===== src/rtl/hazard_ctrl_if.sv =====
// Pipeline hazard control bundle: ID/EX hazard sources in, stage enables/flushes and stats out.
// Latency: none; this is wiring only.
// Backpressure: none of its own; imem_rdy/dmem_rdy carry memory readiness to the controller.
interface hazard_ctrl_if;
  logic [3:0]  id_rs;
  logic [3:0]  id_rt;
  logic        id_rs_used;
  logic        id_rt_used;
  logic        ex_mem_read;
  logic [3:0]  ex_rd;
  logic        br_taken;
  logic        id_hlt;
  logic        imem_rdy;
  logic        dmem_req;
  logic        dmem_rdy;
  logic        pc_we;
  logic        if_id_we;
  logic        id_ex_we;
  logic        ex_mem_we;
  logic        mem_wb_we;
  logic        if_id_flush;
  logic        id_ex_flush;
  logic        halted;
  logic [15:0] stall_cnt;
  logic [15:0] flush_cnt;

  // Pipeline side: drives hazard sources, consumes enables
  modport master (
    output id_rs, id_rt, id_rs_used, id_rt_used, ex_mem_read, ex_rd,
           br_taken, id_hlt, imem_rdy, dmem_req, dmem_rdy,
    input  pc_we, if_id_we, id_ex_we, ex_mem_we, mem_wb_we,
           if_id_flush, id_ex_flush, halted, stall_cnt, flush_cnt
  );

  // Controller side
  modport slave (
    input  id_rs, id_rt, id_rs_used, id_rt_used, ex_mem_read, ex_rd,
           br_taken, id_hlt, imem_rdy, dmem_req, dmem_rdy,
    output pc_we, if_id_we, id_ex_we, ex_mem_we, mem_wb_we,
           if_id_flush, id_ex_flush, halted, stall_cnt, flush_cnt
  );
endinterface


===== src/rtl/hazard_ctrl.sv =====
// 5-stage pipeline hazard controller: freeze, load-use stall, branch/fetch flush, halt drain.
// Latency: enables/flushes combinational same cycle; state, drain count and stats update on clk.
// Backpressure: dmem busy freezes the whole pipe; imem not ready holds PC and bubbles IF/ID.
module hazard_ctrl (
  input logic          clk,
  input logic          rst,
  hazard_ctrl_if.slave hz
);

  typedef enum logic [1:0] {RUN = 2'd0, DRAIN = 2'd1, HALTED = 2'd2} state_t;

  state_t      state_q, state_d, cur_state;
  logic [1:0]  drn_q, drn_d;
  logic [15:0] stall_cnt_q, stall_cnt_d;
  logic [15:0] flush_cnt_q, flush_cnt_d;
  logic        dm_busy, lu, im_busy;
  logic        pc_we, if_id_we, id_ex_we, ex_mem_we, mem_wb_we;
  logic        if_id_flush, id_ex_flush, halted;

  // Hazard detection; a load to r0 never creates a dependency
  always_comb begin
    dm_busy = hz.dmem_req & ~hz.dmem_rdy;
    im_busy = ~hz.imem_rdy;
    lu      = hz.ex_mem_read & (hz.ex_rd != 4'd0) &
              ((hz.id_rs_used & (hz.id_rs == hz.ex_rd)) |
               (hz.id_rt_used & (hz.id_rt == hz.ex_rd)));
  end

  // Next state and stage controls; reset makes outputs behave as RUN immediately
  always_comb begin
    cur_state   = rst ? RUN : state_q;
    state_d     = state_q;
    drn_d       = drn_q;
    pc_we       = 1'b0;
    if_id_we    = 1'b0;
    id_ex_we    = 1'b0;
    ex_mem_we   = 1'b0;
    mem_wb_we   = 1'b0;
    if_id_flush = 1'b0;
    id_ex_flush = 1'b0;
    halted      = 1'b0;
    case (cur_state)
      RUN: begin
        if (dm_busy) begin
          // full freeze: everything holds
        end else if (lu) begin
          id_ex_we    = 1'b1;
          id_ex_flush = 1'b1;
          ex_mem_we   = 1'b1;
          mem_wb_we   = 1'b1;
        end else if (hz.br_taken || hz.id_hlt) begin
          pc_we       = 1'b1;
          if_id_we    = 1'b1;
          id_ex_we    = 1'b1;
          ex_mem_we   = 1'b1;
          mem_wb_we   = 1'b1;
          if_id_flush = 1'b1;
          if (!hz.br_taken) begin
            state_d = DRAIN;
            drn_d   = 2'd0;
          end
        end else if (im_busy) begin
          if_id_we    = 1'b1;
          id_ex_we    = 1'b1;
          ex_mem_we   = 1'b1;
          mem_wb_we   = 1'b1;
          if_id_flush = 1'b1;
        end else begin
          pc_we     = 1'b1;
          if_id_we  = 1'b1;
          id_ex_we  = 1'b1;
          ex_mem_we = 1'b1;
          mem_wb_we = 1'b1;
        end
      end
      DRAIN: begin
        if (!dm_busy) begin
          if_id_we    = 1'b1;
          id_ex_we    = 1'b1;
          ex_mem_we   = 1'b1;
          mem_wb_we   = 1'b1;
          if_id_flush = 1'b1;
          drn_d       = 2'(drn_q + 2'd1);
          if (drn_q == 2'd3) state_d = HALTED;
        end
      end
      HALTED: halted = 1'b1;
      default: state_d = RUN;
    endcase
  end

  // Saturating statistics; stalls are not counted once halted
  always_comb begin
    stall_cnt_d = stall_cnt_q;
    flush_cnt_d = flush_cnt_q;
    if (!pc_we && cur_state != HALTED && stall_cnt_q != 16'hFFFF)
      stall_cnt_d = stall_cnt_q + 16'd1;
    if ((if_id_flush || id_ex_flush) && flush_cnt_q != 16'hFFFF)
      flush_cnt_d = flush_cnt_q + 16'd1;
  end

  // State register with synchronous reset
  always_ff @(posedge clk) begin
    if (rst) begin
      state_q     <= RUN;
      drn_q       <= 2'd0;
      stall_cnt_q <= 16'd0;
      flush_cnt_q <= 16'd0;
    end else begin
      state_q     <= state_d;
      drn_q       <= drn_d;
      stall_cnt_q <= stall_cnt_d;
      flush_cnt_q <= flush_cnt_d;
    end
  end

  assign hz.pc_we       = pc_we;
  assign hz.if_id_we    = if_id_we;
  assign hz.id_ex_we    = id_ex_we;
  assign hz.ex_mem_we   = ex_mem_we;
  assign hz.mem_wb_we   = mem_wb_we;
  assign hz.if_id_flush = if_id_flush;
  assign hz.id_ex_flush = id_ex_flush;
  assign hz.halted      = halted;
  assign hz.stall_cnt   = stall_cnt_q;
  assign hz.flush_cnt   = flush_cnt_q;

endmodule

===== src/flat_wrapper.sv =====
// flat-port wrapper written by rule: the top's interface ports become plain ports
module hazard_ctrl_flat 
  (clk, rst, hz_id_rs, hz_id_rt, hz_id_rs_used, hz_id_rt_used, hz_ex_mem_read, hz_ex_rd, hz_br_taken, hz_id_hlt, hz_imem_rdy, hz_dmem_req, hz_dmem_rdy, hz_pc_we, hz_if_id_we, hz_id_ex_we, hz_ex_mem_we, hz_mem_wb_we, hz_if_id_flush, hz_id_ex_flush, hz_halted, hz_stall_cnt, hz_flush_cnt);
  hazard_ctrl_if hz_i ();
  input logic clk;
  input logic rst;
  input wire logic [$bits(hz_i.id_rs)-1:0] hz_id_rs;
  input wire logic [$bits(hz_i.id_rt)-1:0] hz_id_rt;
  input wire logic [$bits(hz_i.id_rs_used)-1:0] hz_id_rs_used;
  input wire logic [$bits(hz_i.id_rt_used)-1:0] hz_id_rt_used;
  input wire logic [$bits(hz_i.ex_mem_read)-1:0] hz_ex_mem_read;
  input wire logic [$bits(hz_i.ex_rd)-1:0] hz_ex_rd;
  input wire logic [$bits(hz_i.br_taken)-1:0] hz_br_taken;
  input wire logic [$bits(hz_i.id_hlt)-1:0] hz_id_hlt;
  input wire logic [$bits(hz_i.imem_rdy)-1:0] hz_imem_rdy;
  input wire logic [$bits(hz_i.dmem_req)-1:0] hz_dmem_req;
  input wire logic [$bits(hz_i.dmem_rdy)-1:0] hz_dmem_rdy;
  output wire logic [$bits(hz_i.pc_we)-1:0] hz_pc_we;
  output wire logic [$bits(hz_i.if_id_we)-1:0] hz_if_id_we;
  output wire logic [$bits(hz_i.id_ex_we)-1:0] hz_id_ex_we;
  output wire logic [$bits(hz_i.ex_mem_we)-1:0] hz_ex_mem_we;
  output wire logic [$bits(hz_i.mem_wb_we)-1:0] hz_mem_wb_we;
  output wire logic [$bits(hz_i.if_id_flush)-1:0] hz_if_id_flush;
  output wire logic [$bits(hz_i.id_ex_flush)-1:0] hz_id_ex_flush;
  output wire logic [$bits(hz_i.halted)-1:0] hz_halted;
  output wire logic [$bits(hz_i.stall_cnt)-1:0] hz_stall_cnt;
  output wire logic [$bits(hz_i.flush_cnt)-1:0] hz_flush_cnt;
  assign hz_i.id_rs = hz_id_rs;
  assign hz_i.id_rt = hz_id_rt;
  assign hz_i.id_rs_used = hz_id_rs_used;
  assign hz_i.id_rt_used = hz_id_rt_used;
  assign hz_i.ex_mem_read = hz_ex_mem_read;
  assign hz_i.ex_rd = hz_ex_rd;
  assign hz_i.br_taken = hz_br_taken;
  assign hz_i.id_hlt = hz_id_hlt;
  assign hz_i.imem_rdy = hz_imem_rdy;
  assign hz_i.dmem_req = hz_dmem_req;
  assign hz_i.dmem_rdy = hz_dmem_rdy;
  assign hz_pc_we = hz_i.pc_we;
  assign hz_if_id_we = hz_i.if_id_we;
  assign hz_id_ex_we = hz_i.id_ex_we;
  assign hz_ex_mem_we = hz_i.ex_mem_we;
  assign hz_mem_wb_we = hz_i.mem_wb_we;
  assign hz_if_id_flush = hz_i.if_id_flush;
  assign hz_id_ex_flush = hz_i.id_ex_flush;
  assign hz_halted = hz_i.halted;
  assign hz_stall_cnt = hz_i.stall_cnt;
  assign hz_flush_cnt = hz_i.flush_cnt;
  hazard_ctrl u_core (.clk(clk), .rst(rst), .hz(hz_i));
endmodule

===== config.mk =====
export PLATFORM = sky130hd
export DESIGN_NAME = hazard_ctrl_flat
export DESIGN_NICKNAME = d
export VERILOG_FILES = /design/src/rtl/hazard_ctrl_if.sv /design/src/rtl/hazard_ctrl.sv /design/src/flat_wrapper.sv
export SDC_FILE = /design/constraint.sdc
export NUM_CORES = 1
export LEC_CHECK = 0
export BUFFER_PORTS_ARGS = -buffer_cell sky130_fd_sc_hd__clkbuf_2
export CORE_MARGIN = 4
export CORE_UTILIZATION = 56
export CTS_CLUSTER_DIAMETER = 50
export DETAILED_ROUTE_END_ITERATION = 8
export GPL_ROUTABILITY_DRIVEN = 1
export PLACE_DENSITY = 0.85
export SLEW_MARGIN = 10
export SYNTH_ARGS = -nofsm -noshare
export SYNTH_HDL_FRONTEND = slang
export SYNTH_SLANG_ARGS = --single-unit

===== constraint.sdc =====
create_clock -name clk -period 4 [get_ports clk]
set_input_delay 0 -clock clk [delete_from_list [all_inputs] [get_ports clk]]
set_output_delay 0 -clock clk [all_outputs]
set_load 0.005 [all_outputs]

==> flow_summary.json, run 1 <==
{
  "status": "finished clean",
  "internal_power_uw": 538,
  "swShare_pct": 25.8,
  "cts_tree": "done",
  "ant_nets": 0,
  "antenna_found_initial": 0,
  "syn2layout_area_growth_pct": 19.0,
  "fin_setup_tns_ns": 0,
  "clk_path_buf_depth": 2,
  "met2_usage_pct": 37.6,
  "use_met1_pct": 26.8,
  "clock_sinks": 36,
  "synth_cell_types": 45,
  "portBuffers": 61,
  "slew_violations": 0,
  "synthFlopType": "dfxtp_1",
  "synth-seq-area-share_pct": 33.8,
  "p_leak_nw": 0.976,
  "power_uw": 724,
  "combinationalPowerShare_pct": 11.3,
  "relSlewSlack_pct": 23.6,
  "synth_edf_count": 0,
  "place_congestion": 0.830,
  "routed_wl_um": 5190,
  "post-route-util_pct": 69.2,
  "hp-class": "input port to flop",
  "met3_usage_pct": 4.49,
  "synthesis.area_mm2": 0.00213,
  "worstPathRequired_ns": 4.18,
  "synth_warnings": 0,
  "holdPathStages": 4,
  "cp.arrival_ns": 2.79,
  "fp-row-count": 22,
  "multiInputGateArea_mm2": 0.00132,
  "setup_viol": 0,
  "cts.clk_slew.worst_paths_ns": 0.07,
  "hpwl_um": 3820,
  "maxCapViolations": 0,
  "vias": 2198,
  "postCtsResizedCells": 0,
  "timing.rr.start": "u_core.hz.flush_cnt[0]",
  "cts_buffers": 5,
  "crit_type": "flop to flop",
  "dieArea_mm2": 0.00486,
  "clockPowerShare_pct": 37.2,
  "routedWlPerCell_um": 14.3,
  "clock-root-buffer": "clkbuf_8",
  "syn_inst": 258,
  "grt_usage_pct": 21.7,
  "die_h_um": 69.7,
  "vdd.ir_drop.worst_uv": 170,
  "first_global_vias": 1937,
  "worst_r2r_path_depth": 7,
  "ios": 62,
  "power.density_mw_per_mm2": 286,
  "yosys_register_bits": 36,
  "final_cell_mix": "61 x clkbuf_2, 36 x dfxtp_1, 25 x a21oi_1, 19 x nand2_1, 19 x or4_1",
  "power.switching_uw": 186,
  "crit_fanout": 24,
  "synth_fp_nets": 283,
  "cp-start-kind": "flop",
  "grt-ovfl-total": 0,
  "remaining_drc_errors": 0,
  "fmaxAchievable_mhz": 383,
  "start_util_pct": 58.2,
  "place_ws_ns": 1.46,
  "clkLatencyLatePin_ns": 0.29,
  "die_w_um": 69.7,
  "first_iter_violations": 135,
  "nFillCells": 304,
  "endpoint": "u_core.hz.flush_cnt[5]",
  "grt_max_degree": 43,
  "rrSetupSlack_ns": 1.39,
  "worst_pin_slew_ns": 1.13,
  "layout_commonest_cell": "clkbuf_2",
  "crit_path_end_kind": "flop",
  "grt_pass1_wl_um": 8800,
  "diodes": 0,
  "min_period_over_period_pct": 65.4,
  "rr_endpoint": "u_core.hz.flush_cnt[5]",
  "seq_area_um2": 721,
  "startpoint": "u_core.hz.flush_cnt[0]",
  "vias_per_cell": 6.06,
  "finalHoldViolations": 0,
  "coreArea_mm2": 0.00366,
  "drive_gt1_share_pct": 23.2,
  "firstDrtPassIters": 5,
  "cts_setup_buffers": 0,
  "setup_ws_ns": 1.39,
  "busiest_layer": "met2",
  "rsz0062_at_grt": "false",
  "skew_ns": 0.00704,
  "avgSynthCellArea_um2": 8.26,
  "async_flop_share_pct": 0,
  "nets": 339,
  "cts_hold_buf": 0,
  "htree_num_levels": 2,
  "fin_crit_ns": 2.61,
  "pwr-share-seq_pct": 51.5
}
[power groups by stage]
stage	logic, mW	clock network (mW)	registers [mW]
2_1_floorplan	0.0516	0	0.379
3_3_place_gp	0.0801	0	0.380
3_5_place_dp	0.0817	0	0.381
4_1_cts	0.0823	0.274	0.372
5_1_grt	0.0920	0.289	0.374
6_report	0.0819	0.269	0.373
[synth_stat cells (3+ instances only)]
master | instances | area share [%]
a21oi_1 | 25 | 5.9
and3_1 | 3 | 0.88
and4_1 | 3 | 1.2
buf_2 | 6 | 1.4
clkbuf_1 | 5 | 0.88
dfxtp_1 | 36 | 34
ha_1 | 3 | 1.8
inv_1 | 7 | 1.2
mux2_1 | 6 | 3.2
nand2_1 | 19 | 3.3
nand2b_1 | 5 | 1.5
nand3_1 | 15 | 3.5
nand4_1 | 6 | 1.8
nor2_1 | 16 | 2.8
nor2b_1 | 7 | 2.1
nor3_1 | 7 | 1.6
o211ai_1 | 3 | 1.1
o21ai_0 | 5 | 1.2
o31ai_1 | 18 | 6.3
o41ai_1 | 3 | 1.2
or3_1 | 4 | 1.2
or4_1 | 19 | 6.7
xor2_1 | 6 | 2.5
[per-stage QoR]
stage	cells	hold slack, ns	instance area, um2
finish	363	0.157	2530
global route	363	0.210	2530
CTS	363	0.135	2530
detailed placement	355	0.423	2440
global placement	355	0.418	2440
floorplan	258	0.172	2130
[worst min-delay path by stage]
stage | start | to
final | hz_dmem_req | u_core.state_q[1]
after global routing | hz_dmem_req | u_core.state_q[1]
after CTS | hz_dmem_req | u_core.state_q[1]
after detailed placement | u_core.hz.flush_cnt[4] | hz_flush_cnt[4]
after global placement | u_core.hz.stall_cnt[15] | hz_stall_cnt[15]
after floorplan | rst | u_core.hz.stall_cnt[2]
[worst max-delay path: stages, from the launching register on]
cell and delay (ns):
dfxtp_1 0.45, ha_1 0.27, nand3_1 0.12, nor4_1 0.31, and3_1 0.27, nand2b_1 0.61
nor4_1 0.13, mux2_1 0.33
[routing by layer]
layer	up-vias	part of all wire, %
met2	66	51
met4	0	1.5
met1	1024	42
li1	1100	-
met5	-	0
met3	8	5.2
[area by class of cell]
type / instances / share of cell area [%]
sequential: 36 / 28.4
timing repair buffer: 62 / 12.3
tap: 48 / 2.37
inverter: 8 / 1.18
clock buffer: 8 / 3.55
multi-input combinational: 201 / 52.1
[flip-flops by register name (all words and copies together), names as in the netlist]
signal and count:
u_core.state_q 2, u_core.drn_q 2, u_core.hz.stall_cnt 16, u_core.hz.flush_cnt 16
[cells by family after synthesis]
group                    share of synthesized area, %
AO/OA/AOI/OAI                                    20.6
AND/OR/NAND/NOR                                  32.5
adder cells (fa/ha/maj)                          1.76
XOR/XNOR                                         3.29
buffers and inverters                            4.40
multiplexers                                     3.64
flip-flops                                       33.8
Note: power is estimated with default switching activity, not from simulation.
==> inputs of run 2 (changes only) <==
Settings changed: ABC_AREA set to 1, CORE_UTILIZATION 56 to 48, PLACE_DENSITY 0.85 to 0.76.
Clock period 4 ns to 2.4 ns, I/O delays scaled along.
==> run 2 against run 1 <==
  * Core utilization shrank 11 points
  * Non-clock buffer count stayed put
  * Via count grew 10%
  * Clock-buffer cell count decreased by 2
  * Sequential cell count did not move
  * Sequential power grew 76%
  * Critical path type unchanged
  * Critical endpoint is now u_core.hz.stall_cnt[0]
  * Highest routed layer unchanged
==> flow_summary.json, run 2 <==
{
  "rr_endpoint": "u_core.hz.stall_cnt[0]",
  "cts.clk_slew.worst_paths_ns": 0.08,
  "synth_cell_types": 31,
  "first_global_vias": 2338,
  "rsz0062_at_grt": "false",
  "postCtsResizedCells": 0,
  "synthAdderAreaFrac_pct": 1.56,
  "min_period_over_period_pct": 83.5,
  "vias": 2418,
  "synth_top_area_share_pct": 30.0,
  "worst_path_max_delay_cell": "dfxtp_1",
  "start_util_pct": 50.1,
  "yosys.cell_count.top_type": "nand2_1",
  "htree_num_levels": 2,
  "crit_cells": 9,
  "synthSimpleGateAreaFrac_pct": 41.8,
  "cp-start-kind": "flop",
  "place_congestion": 0.898,
  "firstDrtPassIters": 4,
  "timing.rr.start": "u_core.hz.stall_cnt[0]",
  "yosys_register_bits": 36,
  "crit_type": "flop to flop",
  "worst_pin_slew_ns": 0.713,
  "die_w_um": 78.7,
  "endpoint": "u_core.hz.stall_cnt[0]",
  "clk_path_buf_depth": 2,
  "routed_wl_um": 5380,
  "vias_per_cell": 4.93,
  "syn2layout_area_growth_pct": 16.7,
  "nets": 447,
  "synth_top_cells_by_count": "68 x nand2_1, 52 x nor2_1, 43 x inv_1, 36 x dfxtp_1, 32 x nand3_1",
  "fmaxAchievable_mhz": 499,
  "synth_compound_area_share_pct": 10.1,
  "synth_top_family_by_area": "simple AND/OR/NAND/NOR gates",
  "grt-ovfl-total": 0,
  "drive_gt1_share_pct": 26.7,
  "fin_setup_tns_ns": 0,
  "cts_setup_buffers": 0,
  "syn_inst": 365,
  "hpwl_um": 4060,
  "status": "finished clean",
  "ant_nets": 0,
  "setup_viol": 0,
  "vdd.ir_drop.worst_uv": 231,
  "startpoint": "u_core.hz.stall_cnt[0]",
  "clkLatencyLatePin_ns": 0.29,
  "maxCapViolations": 0,
  "diodes": 0,
  "antenna_found_initial": 0,
  "portBuffers": 61,
  "synth-xor-area-share_pct": 5.11,
  "cts_hold_buf": 0,
  "finalHoldViolations": 0,
  "coreArea_mm2": 0.00479,
  "routedWlPerCell_um": 11.0,
  "crit_family": "simple AND/OR/NAND/NOR gates",
  "clock-root-buffer": "clkbuf_8",
  "fp-row-count": 25,
  "crit_path_end_kind": "flop",
  "slew_violations": 0,
  "synth_fp_nets": 390,
  "clock_sinks": 36,
  "first_iter_violations": 109,
  "cp_cell_sequence": "ha_1 > nand3_1 > nor2_2 > nand2_2 > nor2_2 > nand2_2 > nand3_4 > xor2_1 > nor2_1",
  "grt_max_degree": 32,
  "cp.arrival_ns": 2.19,
  "power_mw": 1.42,
  "holdPathStages": 3,
  "synth.mux.area_fraction_pct": 0,
  "worstPathRequired_ns": 2.59,
  "remaining_drc_errors": 0,
  "cts_tree": "done",
  "avgSynthCellArea_um2": 6.57,
  "ios": 62,
  "fin_crit_ns": 2.00,
  "p_leak_nw": 1.31,
  "final_cell_mix": "68 x nand2_1, 61 x clkbuf_2, 52 x nor2_1, 43 x inv_1, 36 x dfxtp_1",
  "skew_ns": 0.00622,
  "synth_edf_count": 0,
  "yosys.area.top_type": "dfxtp_1",
  "path_buf_inv": 0,
  "grt_pass1_wl_um": 9560,
  "synthFlopType": "dfxtp_1",
  "synthesis.area_mm2": 0.00240,
  "hp-class": "input port to flop",
  "die_h_um": 78.7,
  "grt_usage_pct": 18.6,
  "power.density_mw_per_mm2": 508,
  "dieArea_mm2": 0.00619,
  "crit_fanout": 19,
  "synth_warnings": 0,
  "slowest_delay_ns": 0.42,
  "layout_commonest_cell": "nand2_1",
  "worst_r2r_path_depth": 9,
  "async_flop_share_pct": 0,
  "relSlewSlack_pct": 52.4,
  "synth-seq-area-share_pct": 30.0,
  "rrSetupSlack_ns": 0.40,
  "synthTopCellsByArea": "dfxtp_1 30%, nand2_1 11%, nor2_1 8.1%",
  "cts_buffers": 5
}
[run 2: cell count changes in the layout (fill, tap and decap cells not counted), moves of 6 or more]
cell     delta
nor2b_1     -7
nor2_1     +36
o31ai_1    -18
nand4_1     +7
nand2_1    +49
nand2_2    +17
nor3_1     +10
nand3_1    +17
or4_1      -19
mux2_1      -6
inv_1      +36
a21oi_2     +9
[run 2: stage by stage]
stage | setup slack [ns] | hold WS, ns | std cells | area (um2) | utilization, %
2_1_floorplan | 0.766 | 0.0624 | 365 | 2400 | -
3_3_place_gp | 0.519 | 0.401 | 482 | 2710 | 56.6
3_5_place_dp | 0.412 | 0.412 | 482 | 2710 | 56.6
4_1_cts | 0.393 | 0.141 | 490 | 2800 | 58.5
5_1_grt | 0.219 | 0.161 | 490 | 2800 | 58.5
6_report | 0.395 | 0.148 | 490 | 2800 | 58.5
[run 2: cell type report]
type / instances / area, um2
clock buffers: 6 / 82.6
clock inverters: 2 / 10.0
repair buffers: 62 / 313
flip-flops and latches: 36 / 721
well taps: 67 / 83.8
multi-input cells: 267 / 1400
inverters: 50 / 188
fillers: 516 / 1980
[run 2: how the worst min path moves through the flow]
| stage | startpoint | endpoint | slack [ns] |
|---|---|---|---|
| floorplan | rst | u_core.hz.stall_cnt[5] | 0.06 |
| global placement | hz_imem_rdy | hz_if_id_flush | 0.40 |
| detailed placement | hz_imem_rdy | hz_if_id_flush | 0.41 |
| CTS | rst | u_core.hz.stall_cnt[6] | 0.14 |
| global route | rst | u_core.hz.stall_cnt[6] | 0.16 |
| finish | rst | u_core.hz.stall_cnt[8] | 0.15 |
[run 2: where the power goes]
group,switching [mW],total (mW),internal [mW]
registers,0.0320,0.658,0.626
logic,0.196,0.308,0.111
clock network,0.227,0.456,0.229
[run 2: kinds of logic after synthesis]
kind of cell	Yosys count
AND/OR/NAND/NOR	209
buffers and inverters	62
AO/OA/AOI/OAI	41
flip-flops	36
XOR/XNOR	14
adder cells (fa/ha/maj)	3
[run 2: per-layer routing]
metal / routed length (um) / track usage [%]
met2: 2580 / 31.9
met3: 249 / 4.76
met4: 108 / 7.34
met5: 0 / 0
met1: 2450 / 22.1
[run 2: worst register-to-register path: stages (launching register included)]
cell,delay [ns]
dfxtp_1,0.42
ha_1,0.22
nand3_1,0.10
nor2_2,0.20
nand2_2,0.11
nor2_2,0.12
nand2_2,0.18
nand3_4,0.30
xor2_1,0.19
nor2_1,0.05
